## src/rtl/mips_loader_pkg.sv

```systemverilog
// Shared types and constants for the MIPS program loader.
package mips_loader_pkg;

    typedef enum logic [2:0] {
        IDLE,
        HEADER,
        BYTES,
        WRITE,
        CHECK,
        DONE,
        ERROR
    } state_e;

    localparam int BYTES_PER_WORD = 4;
    localparam int WORD_INDEX_W   = 8;
    localparam int BYTE_CNT_W     = $clog2(BYTES_PER_WORD);

    // A word count is usable when it is non-zero and fits in instruction memory.
    function automatic logic header_ok(input logic [7:0] n, input int depth);
        return (n != 8'd0) && (int'(n) <= depth);
    endfunction

endpackage

```

## src/rtl/mips_program_loader_assembler.sv

```systemverilog
// MSB-first byte-to-word shift register; `word` presents the value including the byte being shifted.
module byte_to_word_assembler
    import mips_loader_pkg::*;
(
    input  logic        clk,
    input  logic        rst,
    input  logic        clear,
    input  logic        shift,
    input  logic [7:0]  i_byte,
    output logic        word_full,
    output logic [31:0] word
);

    logic [31:0]           word_q, word_d;
    logic [BYTE_CNT_W-1:0] cnt_q, cnt_d;

    always_comb begin
        word_d = word_q;
        cnt_d  = cnt_q;
        if (clear) begin
            word_d = '0;
            cnt_d  = '0;
        end else if (shift) begin
            word_d = {word_q[23:0], i_byte};
            cnt_d  = cnt_q + 1'b1;
        end
    end

    assign word_full = shift && !clear && (cnt_q == BYTE_CNT_W'(BYTES_PER_WORD - 1));
    assign word      = word_d;

    always_ff @(posedge clk) begin
        if (rst) begin
            word_q <= '0;
            cnt_q  <= '0;
        end else begin
            word_q <= word_d;
            cnt_q  <= cnt_d;
        end
    end

endmodule

```

## src/rtl/mips_program_loader.sv

```systemverilog
// Framed byte-stream loader for the MIPS instruction memory; holds the core in reset until loaded.
// Optional trailing XOR checksum byte enabled by defining LOADER_CHECKSUM_EN.
module mips_program_loader
    import mips_loader_pkg::*;
#(
    parameter int MEMORY_DEPTH = 32
) (
    input  logic        clk,
    input  logic        rst,
    input  logic        i_start,
    input  logic        i_byte_valid,
    input  logic [7:0]  i_byte,
    output logic        o_byte_ready,
    output logic        o_wr_en,
    output logic [31:0] o_wr_addr,
    output logic [31:0] o_wr_data,
    output logic        o_cpu_rst,
    output logic        o_done,
    output logic        o_error
);

    state_e                  state_q, state_d;
    logic [WORD_INDEX_W-1:0] n_q, n_d;
    logic [WORD_INDEX_W-1:0] idx_q, idx_d;
    logic [WORD_INDEX_W-1:0] idx_inc;
    logic                    ready_q, ready_d;
    logic                    wr_en_q, wr_en_d;
    logic [31:0]             wr_addr_q, wr_addr_d;
    logic [31:0]             wr_data_q, wr_data_d;
    logic                    cpu_rst_q, cpu_rst_d;
    logic                    done_q, done_d;
    logic                    error_q, error_d;
`ifdef LOADER_CHECKSUM_EN
    logic [7:0]              xor_q, xor_d;
`endif

    logic        accept;
    logic        asm_clear;
    logic        asm_shift;
    logic        asm_full;
    logic [31:0] asm_word;

    byte_to_word_assembler u_asm (
        .clk       (clk),
        .rst       (rst),
        .clear     (asm_clear),
        .shift     (asm_shift),
        .i_byte    (i_byte),
        .word_full (asm_full),
        .word      (asm_word)
    );

    assign accept  = i_byte_valid && ready_q;
    assign idx_inc = idx_q + 1'b1;

    always_comb begin
        state_d   = state_q;
        n_d       = n_q;
        idx_d     = idx_q;
        wr_addr_d = wr_addr_q;
        wr_data_d = wr_data_q;
        asm_clear = 1'b0;
        asm_shift = 1'b0;
`ifdef LOADER_CHECKSUM_EN
        xor_d     = xor_q;
`endif

        case (state_q)
            IDLE, DONE, ERROR: begin
                if (i_start) state_d = HEADER;
            end
            HEADER: begin
                if (accept) begin
                    if (header_ok(i_byte, MEMORY_DEPTH)) begin
                        n_d       = i_byte;
                        idx_d     = '0;
                        asm_clear = 1'b1;
                        state_d   = BYTES;
`ifdef LOADER_CHECKSUM_EN
                        xor_d     = 8'h00;
`endif
                    end else begin
                        state_d = ERROR;
                    end
                end
            end
            BYTES: begin
                if (accept) begin
                    asm_shift = 1'b1;
`ifdef LOADER_CHECKSUM_EN
                    xor_d     = xor_q ^ i_byte;
`endif
                    // Address and data are latched here so they are stable for the whole WRITE cycle.
                    if (asm_full) begin
                        state_d   = WRITE;
                        wr_addr_d = 32'({idx_q, 2'b00});
                        wr_data_d = asm_word;
                    end
                end
            end
            WRITE: begin
                idx_d = idx_inc;
                if (idx_inc == n_q) begin
`ifdef LOADER_CHECKSUM_EN
                    state_d = CHECK;
`else
                    state_d = DONE;
`endif
                end else begin
                    state_d = BYTES;
                end
            end
`ifdef LOADER_CHECKSUM_EN
            CHECK: begin
                if (accept) state_d = (i_byte == xor_q) ? DONE : ERROR;
            end
`endif
            default: state_d = IDLE;
        endcase

        // Outputs are registered from the next state so they line up with state_q.
        ready_d   = (state_d == HEADER) || (state_d == BYTES) || (state_d == CHECK);
        wr_en_d   = (state_d == WRITE);
        cpu_rst_d = (state_d != DONE);
        done_d    = (state_d == DONE);
        error_d   = (state_d == ERROR);
    end

    always_ff @(posedge clk) begin
        if (rst) begin
            state_q   <= IDLE;
            n_q       <= '0;
            idx_q     <= '0;
            ready_q   <= 1'b0;
            wr_en_q   <= 1'b0;
            wr_addr_q <= '0;
            wr_data_q <= '0;
            cpu_rst_q <= 1'b1;
            done_q    <= 1'b0;
            error_q   <= 1'b0;
`ifdef LOADER_CHECKSUM_EN
            xor_q     <= 8'h00;
`endif
        end else begin
            state_q   <= state_d;
            n_q       <= n_d;
            idx_q     <= idx_d;
            ready_q   <= ready_d;
            wr_en_q   <= wr_en_d;
            wr_addr_q <= wr_addr_d;
            wr_data_q <= wr_data_d;
            cpu_rst_q <= cpu_rst_d;
            done_q    <= done_d;
            error_q   <= error_d;
`ifdef LOADER_CHECKSUM_EN
            xor_q     <= xor_d;
`endif
        end
    end

    assign o_byte_ready = ready_q;
    assign o_wr_en      = wr_en_q;
    assign o_wr_addr    = wr_addr_q;
    assign o_wr_data    = wr_data_q;
    assign o_cpu_rst    = cpu_rst_q;
    assign o_done       = done_q;
    assign o_error      = error_q;

endmodule

```

## config.mk

```make
export PLATFORM = sky130hd
export DESIGN_NAME = mips_program_loader
export DESIGN_NICKNAME = d
export VERILOG_FILES = /design/src/rtl/mips_loader_pkg.sv /design/src/rtl/mips_program_loader_assembler.sv /design/src/rtl/mips_program_loader.sv
export SDC_FILE = /design/constraint.sdc
export NUM_CORES = 1
export LEC_CHECK = 0
export CAP_MARGIN = 20
export CELL_PAD_IN_SITES_DETAIL_PLACEMENT = 0
export CELL_PAD_IN_SITES_GLOBAL_PLACEMENT = 1
export CORE_UTILIZATION = 25
export DETAILED_ROUTE_END_ITERATION = 10
export DONT_BUFFER_PORTS = 1
export GPL_ROUTABILITY_DRIVEN = 1
export GPL_TIMING_DRIVEN = 1
export PLACE_DENSITY_LB_ADDON = 0.1
export SLEW_MARGIN = 10
export SYNTH_ARGS = -nofsm -noshare
export SYNTH_HDL_FRONTEND = slang
export SYNTH_HIERARCHICAL = 1
export SYNTH_SLANG_ARGS = --single-unit
```

## constraint.sdc

```tcl
create_clock -name clk -period 2.45 [get_ports clk]
set_input_delay 0.1225 -clock clk [delete_from_list [all_inputs] [get_ports clk]]
set_output_delay 0.1225 -clock clk [all_outputs]
set_load 0.02 [all_outputs]
```

==> Word-level counts from Yosys, hierarchy flattened <==
Cells that the tools add are included.
{ "totals": {"out_inout_bits": 69, "ff_bits": 98, "inputBits": 12} }
{ "op_classes": {"mux": 17, "reduce_logical": 15, "eq_ne": 16, "magnitude_cmp": 1, "add_sub_neg": 2} }
{ "ops": {"columns": ["operator", "count"], "rows": [
  ["$mux W32", 2],
  ["$mux W3", 6],
  ["$mux W8", 2],
  ["$pmux W8 S2", 1],
  ["$eq A3 B3 Y1 const B", 5],
  ["$eq A3 B2 Y1 const B", 4],
  ["$pmux W3 S4", 1],
  ["$reduce_and A3 Y1", 3],
  ["$add A8 B1 Y8 const B", 1],
  ["$eq A8 B8 Y1", 1],
  ["$le A8 B6 Y1 const B", 1],
  ["$reduce_bool A8 Y1", 1],
  ["$eq A3 B1 Y1 const B", 2],
  ["$mux W1", 5],
  ["$logic_and A1 B1 Y1", 4],
  ["$ne A2 B2 Y1 const B", 2],
  ["$logic_not A3 Y1", 1],
  ["$ne A3 B3 Y1 const B", 1],
  ["$reduce_or A3 Y1", 1],
  ["$add A2 B1 Y2 const B", 1],
  ["$eq A2 B2 Y1 const B", 1],
  ["$logic_or A1 B1 Y1", 2],
  ["$reduce_bool A2 Y1", 1],
  ["$reduce_or A2 Y1", 1],
  ["$logic_not A1 Y1", 1]
]} }

==> Logic depth before layout (Yosys ltp) <==
{ "depth": {"depth_word": 14, "mapped_depth": 12, "mapped_depth_nobuf": 10} }

==> By module <==
The synthesis kept the hierarchy.
{ "by_module_without_submodules": {"columns": ["module", "instances", "cells_each", "seq_area_each_um2", "area_per_inst_um2"], "rows": [
  ["mips_program_loader", 1, 355, 1281.2, 2866.5],
  ["byte_to_word_assembler", 1, 149, 680.7, 1392.6]
]} }

==> Worst setup path after synthesis <==
Ideal clock, no wire load.
{ "synth_timing": {"path_type": "input-to-reg", "startpoint": "input i_byte[1]", "endpoint": "register wr_data_q[21] (netlist: o_wr_data[21])", "t_required_ns": 2.318, "t_arrival_ns": 2.236, "cell_stages": 11, "setup_time_ns": 0.132, "path_slack_ns": 0.082, "n_path_buf": 4, "path_cell_list": "or4_1 -> or3_1 -> a21oi_1 -> buf_4 -> buf_6 -> and3b_1 -> and2_1 -> clkbuf_1 -> buf_1 -> nand2_1 -> a21oi_1"} }
{ "synth_via": {"elab_chain_cells": 9, "word_cells_on_any_way": 11} }
{ "synth_rtl": {"columns": ["item", "line", "source"], "rows": [
  ["from (decl)", "mips_program_loader.sv:12", "input logic [7:0] i_byte,"],
  ["$le A8 B6 Y1 or $reduce_bool A8 Y1 (tied branches)", "mips_loader_pkg.sv:20", "return (n != 8'd0) && (int'(n) <= depth);"],
  ["$logic_and A1 B1 Y1 (*)", "mips_loader_pkg.sv:20", null],
  ["$mux W1 (*)", "mips_program_loader.sv:74", "if (header_ok(i_byte, MEMORY_DEPTH)) begin"],
  ["$mux W1 (*)", "mips_program_loader.sv:73", "if (accept) begin"],
  ["$mux W1 (*)", "mips_program_loader.sv:68", "case (state_q)"],
  ["net asm_clear", "mips_program_loader.sv:38", "logic asm_clear;"],
  ["$logic_not A1 Y1 (*)", "mips_program_loader_assembler.sv:29", "assign word_full = shift && !clear && (cnt_q == BYTE_CNT_W'(BYTES_PER_WORD - 1));"],
  ["$logic_and A1 B1 Y1 (*) (2 in a row)", "mips_program_loader_assembler.sv:29", null],
  ["net asm_full", "mips_program_loader.sv:40", "logic asm_full;"],
  ["$reduce_and A3 Y1 (no source line) (*)", null, null],
  ["to (signal assigned)", "mips_program_loader.sv:151", "wr_data_q <= wr_data_d;"],
  ["to (decl)", "mips_program_loader.sv:29", "logic [31:0] wr_data_q, wr_data_d;"]
]} }
The timed path passes the listed nets; every way through them passes the cells marked *.
A chain may end at the register's enable or synchronous reset.

==> Worst setup path in the final report <==
{ "layout_timing": {"startpoint": "register idx_q[7]", "endpoint": "register ready_q (netlist: o_byte_ready)"} }
{ "layout_via": {"elab_chain_cells": 7, "word_cells_on_any_way": 9} }
{ "layout_rtl": {"columns": ["item", "line", "source"], "rows": [
  ["from (decl)", "mips_program_loader.sv:24", "logic [WORD_INDEX_W-1:0] idx_q, idx_d;"],
  ["from (signal assigned)", "mips_program_loader.sv:147", "idx_q <= idx_d;"],
  ["$add A8 B1 Y8 (*)", "mips_program_loader.sv:54", "assign idx_inc = idx_q + 1'b1;"],
  ["$eq A8 B8 Y1 (*)", "mips_program_loader.sv:103", "if (idx_inc == n_q) begin"],
  ["$mux W3 (*)", "mips_program_loader.sv:103", null],
  ["$pmux W3 S4 (*)", "mips_program_loader.sv:68", null],
  ["$eq A3 B1 Y1 or $eq A3 B2 Y1 (tied branches)", "mips_program_loader.sv:122", "ready_d = (state_d == HEADER) || (state_d == BYTES) || (state_d == CHECK);"],
  ["$logic_or A1 B1 Y1", "mips_program_loader.sv:122", null],
  ["$logic_or A1 B1 Y1 (*)", "mips_program_loader.sv:122", null],
  ["to (signal assigned)", "mips_program_loader.sv:148", "ready_q <= ready_d;"],
  ["to (decl)", "mips_program_loader.sv:26", "logic ready_q, ready_d;"]
]} }
Every way passes the cells marked *; elsewhere a longest branch is shown, timed or not.

==> impl_metrics.csv <==
group,metric,value,unit
outcome,status,"complete, no violations",
logic_synthesis,yosysWarningCount,6,
timing,rsz0062_at_grt,"no",
worst_setup_path,r2r_setup_slack,350,ps
place,place_ws,226.2,ps
timing,final_max_slew_viol_count,0,
timing,post-route-period-util,85.91,%
worst_setup_path,cp-end-kind,"flip-flop",
timing,fin_ws,345.2,ps
grt,grt_pass1_wl,17480,um
floorplanning,die-area,0.01756,sq mm
clocking,root_buffer,"clkbuf_16",
place,placed_area,0.004424,sq mm
detailed_routing,drt_iter0_drc,139,
final_layout,antenna_cells,0,
final_layout,drive_gt1_share,8.431,%
timing,hold_viol_final,0,
grt,overflow,0,
place,gp_congestion,0.7008,
logic_synthesis,synth_edf_count,0,
timing,period_needed,2105,ps
detailed_routing,wl_per_cell,15.05,um
logic_synthesis,syn_inst,504,
logic_synthesis,synthArstFlopShare,0,%
timing,setup_viol,0,
place,hpwlAfterDp,7498,um
floorplanning,die-height,132.5,um
timing,finClkSkew,6.867,ps
worst_setup_path,cp.required,2680,ps
detailed_routing,drc,0,
place,portBuffers,0,
power,totalPowerFinal,3.290,mW
floorplanning,fp.dieW,132.5,um
detailed_routing,via_count,3178,
detailed_routing,wl,10990,um
clocking,ctsResizeCount,0,
worst_setup_path,cp_max_fo,5,
grt,grt_max_degree,61,
power,p_leak,1.732,nW
clocking,clk_latency,340,ps
worst_setup_path,cp.arrival,2340,ps
clocking,cts_buffer_depth,2,
min_path,hp-class,"input pin to flip-flop",
logic_synthesis,ys_types,51,
timing,setup_tns,0,ps
logic_synthesis,synthesis.area,0.004259,sq mm
final_layout,final_area,0.004843,sq mm
floorplanning,io_pins,81,
worst_setup_path,critPathKind,"flip-flop to flip-flop",
final_layout,area_growth,13.72,%
worst_setup_path,crit_chain,"xor2_1, nor4b_1, a211oi_2, nor4_4, nand2_2, and4_1",
clocking,cts_tree,"done",
worst_setup_path,crit_slowest_cell,"dfxtp_1",
logic_synthesis,avgSynthCellArea,8.451,sq um
clocking,htreeDepth,3,
floorplanning,start_util,25.68,%
grt,antenna_found_initial,0,
grt,grt_pass1_vias,3151,
power,p_per_area,679.2,mW/mm^2
logic_synthesis,ys_ff_latch,98,
clocking,cts_made_buffers,9,
final_layout,fillCellCount,1824,
clocking,cts.sinks,98,
detailed_routing,ant_nets,0,
worst_setup_path,start_kind,"flip-flop",
logic_synthesis,ys.flop_type,"dfxtp_1",
detailed_routing,viasPerCell,4.353,
final_layout,final_cell_mix,"dfxtp_1, nand2_1, nor2_1, a21oi_1, mux2i_1",
power,vdd_drop_max,0.0002985,V
detailed_routing,first_pass_iters,4,
grt,grt_usage,13.00,%
clocking,clkTransAtPathRegs,70,ps
final_layout,post-route-util,29.21,%
logic_synthesis,yosysSeqAreaShare,46.06,%
timing,max_freq,475.1,MHz
final_layout,nNetsFinal,519,
final_layout,layout_commonest_cell,"dfxtp_1",
floorplanning,fp.coreArea,0.01658,sq mm
floorplanning,rows,47,
worst_setup_path,critPathMaxStageDelay,490,ps
job,cap_violations,0,
## metal layers
| layer | part of all wire, % | track usage [%] | wire (um) | vias up |
|---|---|---|---|---|
| met5 | 0 | 0 | 0 | - |
| li1 | - | - | - | 1622 |
| met1 | 47 | 16.19 | 5141 | 1490 |
| met3 | 3.1 | 2.759 | 341 | 15 |
| met4 | 2.0 | 5.428 | 216 | 0 |
| met2 | 48 | 21.70 | 5290 | 51 |
## cell usage after synthesis (all sizes together) (2+ instances only)
| master | n | share of area, % |
|---|---|---|
| xor2 | 5 | 1.0 |
| dfxtp | 98 | 46 |
| or3 | 2 | 0.29 |
| a311oi | 5 | 1.0 |
| mux2i | 39 | 9.2 |
| o21ai | 5 | 0.59 |
| or3b | 2 | 0.47 |
| a21oi | 46 | 5.4 |
| nor2 | 81 | 7.2 |
| and3 | 2 | 0.29 |
| nor3b | 3 | 0.53 |
| nor3 | 8 | 0.94 |
| nand2b | 6 | 0.88 |
| nand3 | 6 | 0.71 |
| xnor2 | 5 | 1.0 |
| or2 | 2 | 0.29 |
| ha | 2 | 0.59 |
| nor2b | 2 | 0.29 |
| o21a | 2 | 0.35 |
| nand2 | 97 | 8.6 |
| inv | 4 | 0.35 |
| o22ai | 2 | 0.29 |
| and4 | 2 | 0.41 |
| clkbuf | 20 | 1.8 |
| a31oi | 2 | 0.29 |
| buf | 39 | 7.1 |
## logic make-up after synthesis
kind of cell               synth area share [%]
adders and majority gates                0.5875
muxes                                     9.430
other                                   0.08805
buffers and inverters                     9.224
AOI/OAI and AO/OA                         10.08
DFF                                       46.06
xor gates and xnor gates                  2.056
and+or+nand+nor                           22.47
## flip-flops by register name, summed over array words and instances (netlist names), 2 cells and up
name and cells:
o_wr_data 32, u_asm/word_q 32, o_wr_addr 8, n_q 8, idx_q 8, u_asm/cnt_q 2, state_q 3
## metrics by stage
stage	cells	hold WS, ps
global route	730	38.57
detailed placement	705	206.7
global placement	705	202.6
floorplan	527	269.7
CTS	730	31.48
finish	730	39.43
## critical path, delay by kind of cell (launching register included)
kind,cells,cell delay [ps]
compound gates,1,110
xor+xnor,1,330
flops,1,490
simple gates,4,1050
## area by class of cell
class / instances / area [sq um] / share of cell area (%)
Clock buffer: 11 / 232.7 / 4.805
Clock inverter: 5 / 78.83 / 1.627
Inverter: 4 / 15.01 / 0.3100
Multi-Input combinational cell: 366 / 2007 / 41.44
Sequential cell: 98 / 1962 / 40.51
Tap cell: 220 / 275.3 / 5.683
Timing Repair Buffer: 26 / 272.8 / 5.632
## final timing paths
| check | cells after the start | from | end |
|---|---|---|---|
| setup / recovery | 6 | idx_q[7]$_SDFFE_PP0P_ | o_byte_ready$_SDFF_PP0_ |
| hold / removal | 2 | rst | o_byte_ready$_SDFF_PP0_ |
| setup reg to reg | 6 | idx_q[7]$_SDFFE_PP0P_ | o_byte_ready$_SDFF_PP0_ |
| hold reg to reg | 1 | n_q[7]$_SDFFE_PP0P_ | n_q[7]$_SDFFE_PP0P_ |
## power breakdown
part           switching (mW)  internal [mW]  leakage (nW)
sequential             0.0119           1.60         0.790
clock                   0.618          0.895         0.153
combinational           0.111         0.0519         0.789
total                   0.741           2.55          1.73
## what timing repair did
| item | CTS | global route |
|---|---|---|
| hold endpoints to repair | 68 | 0 |
| buffers inserted | 0 | 0 |
| hold buffers | 9 | 0 |
(Power assumes the default switching activity.)
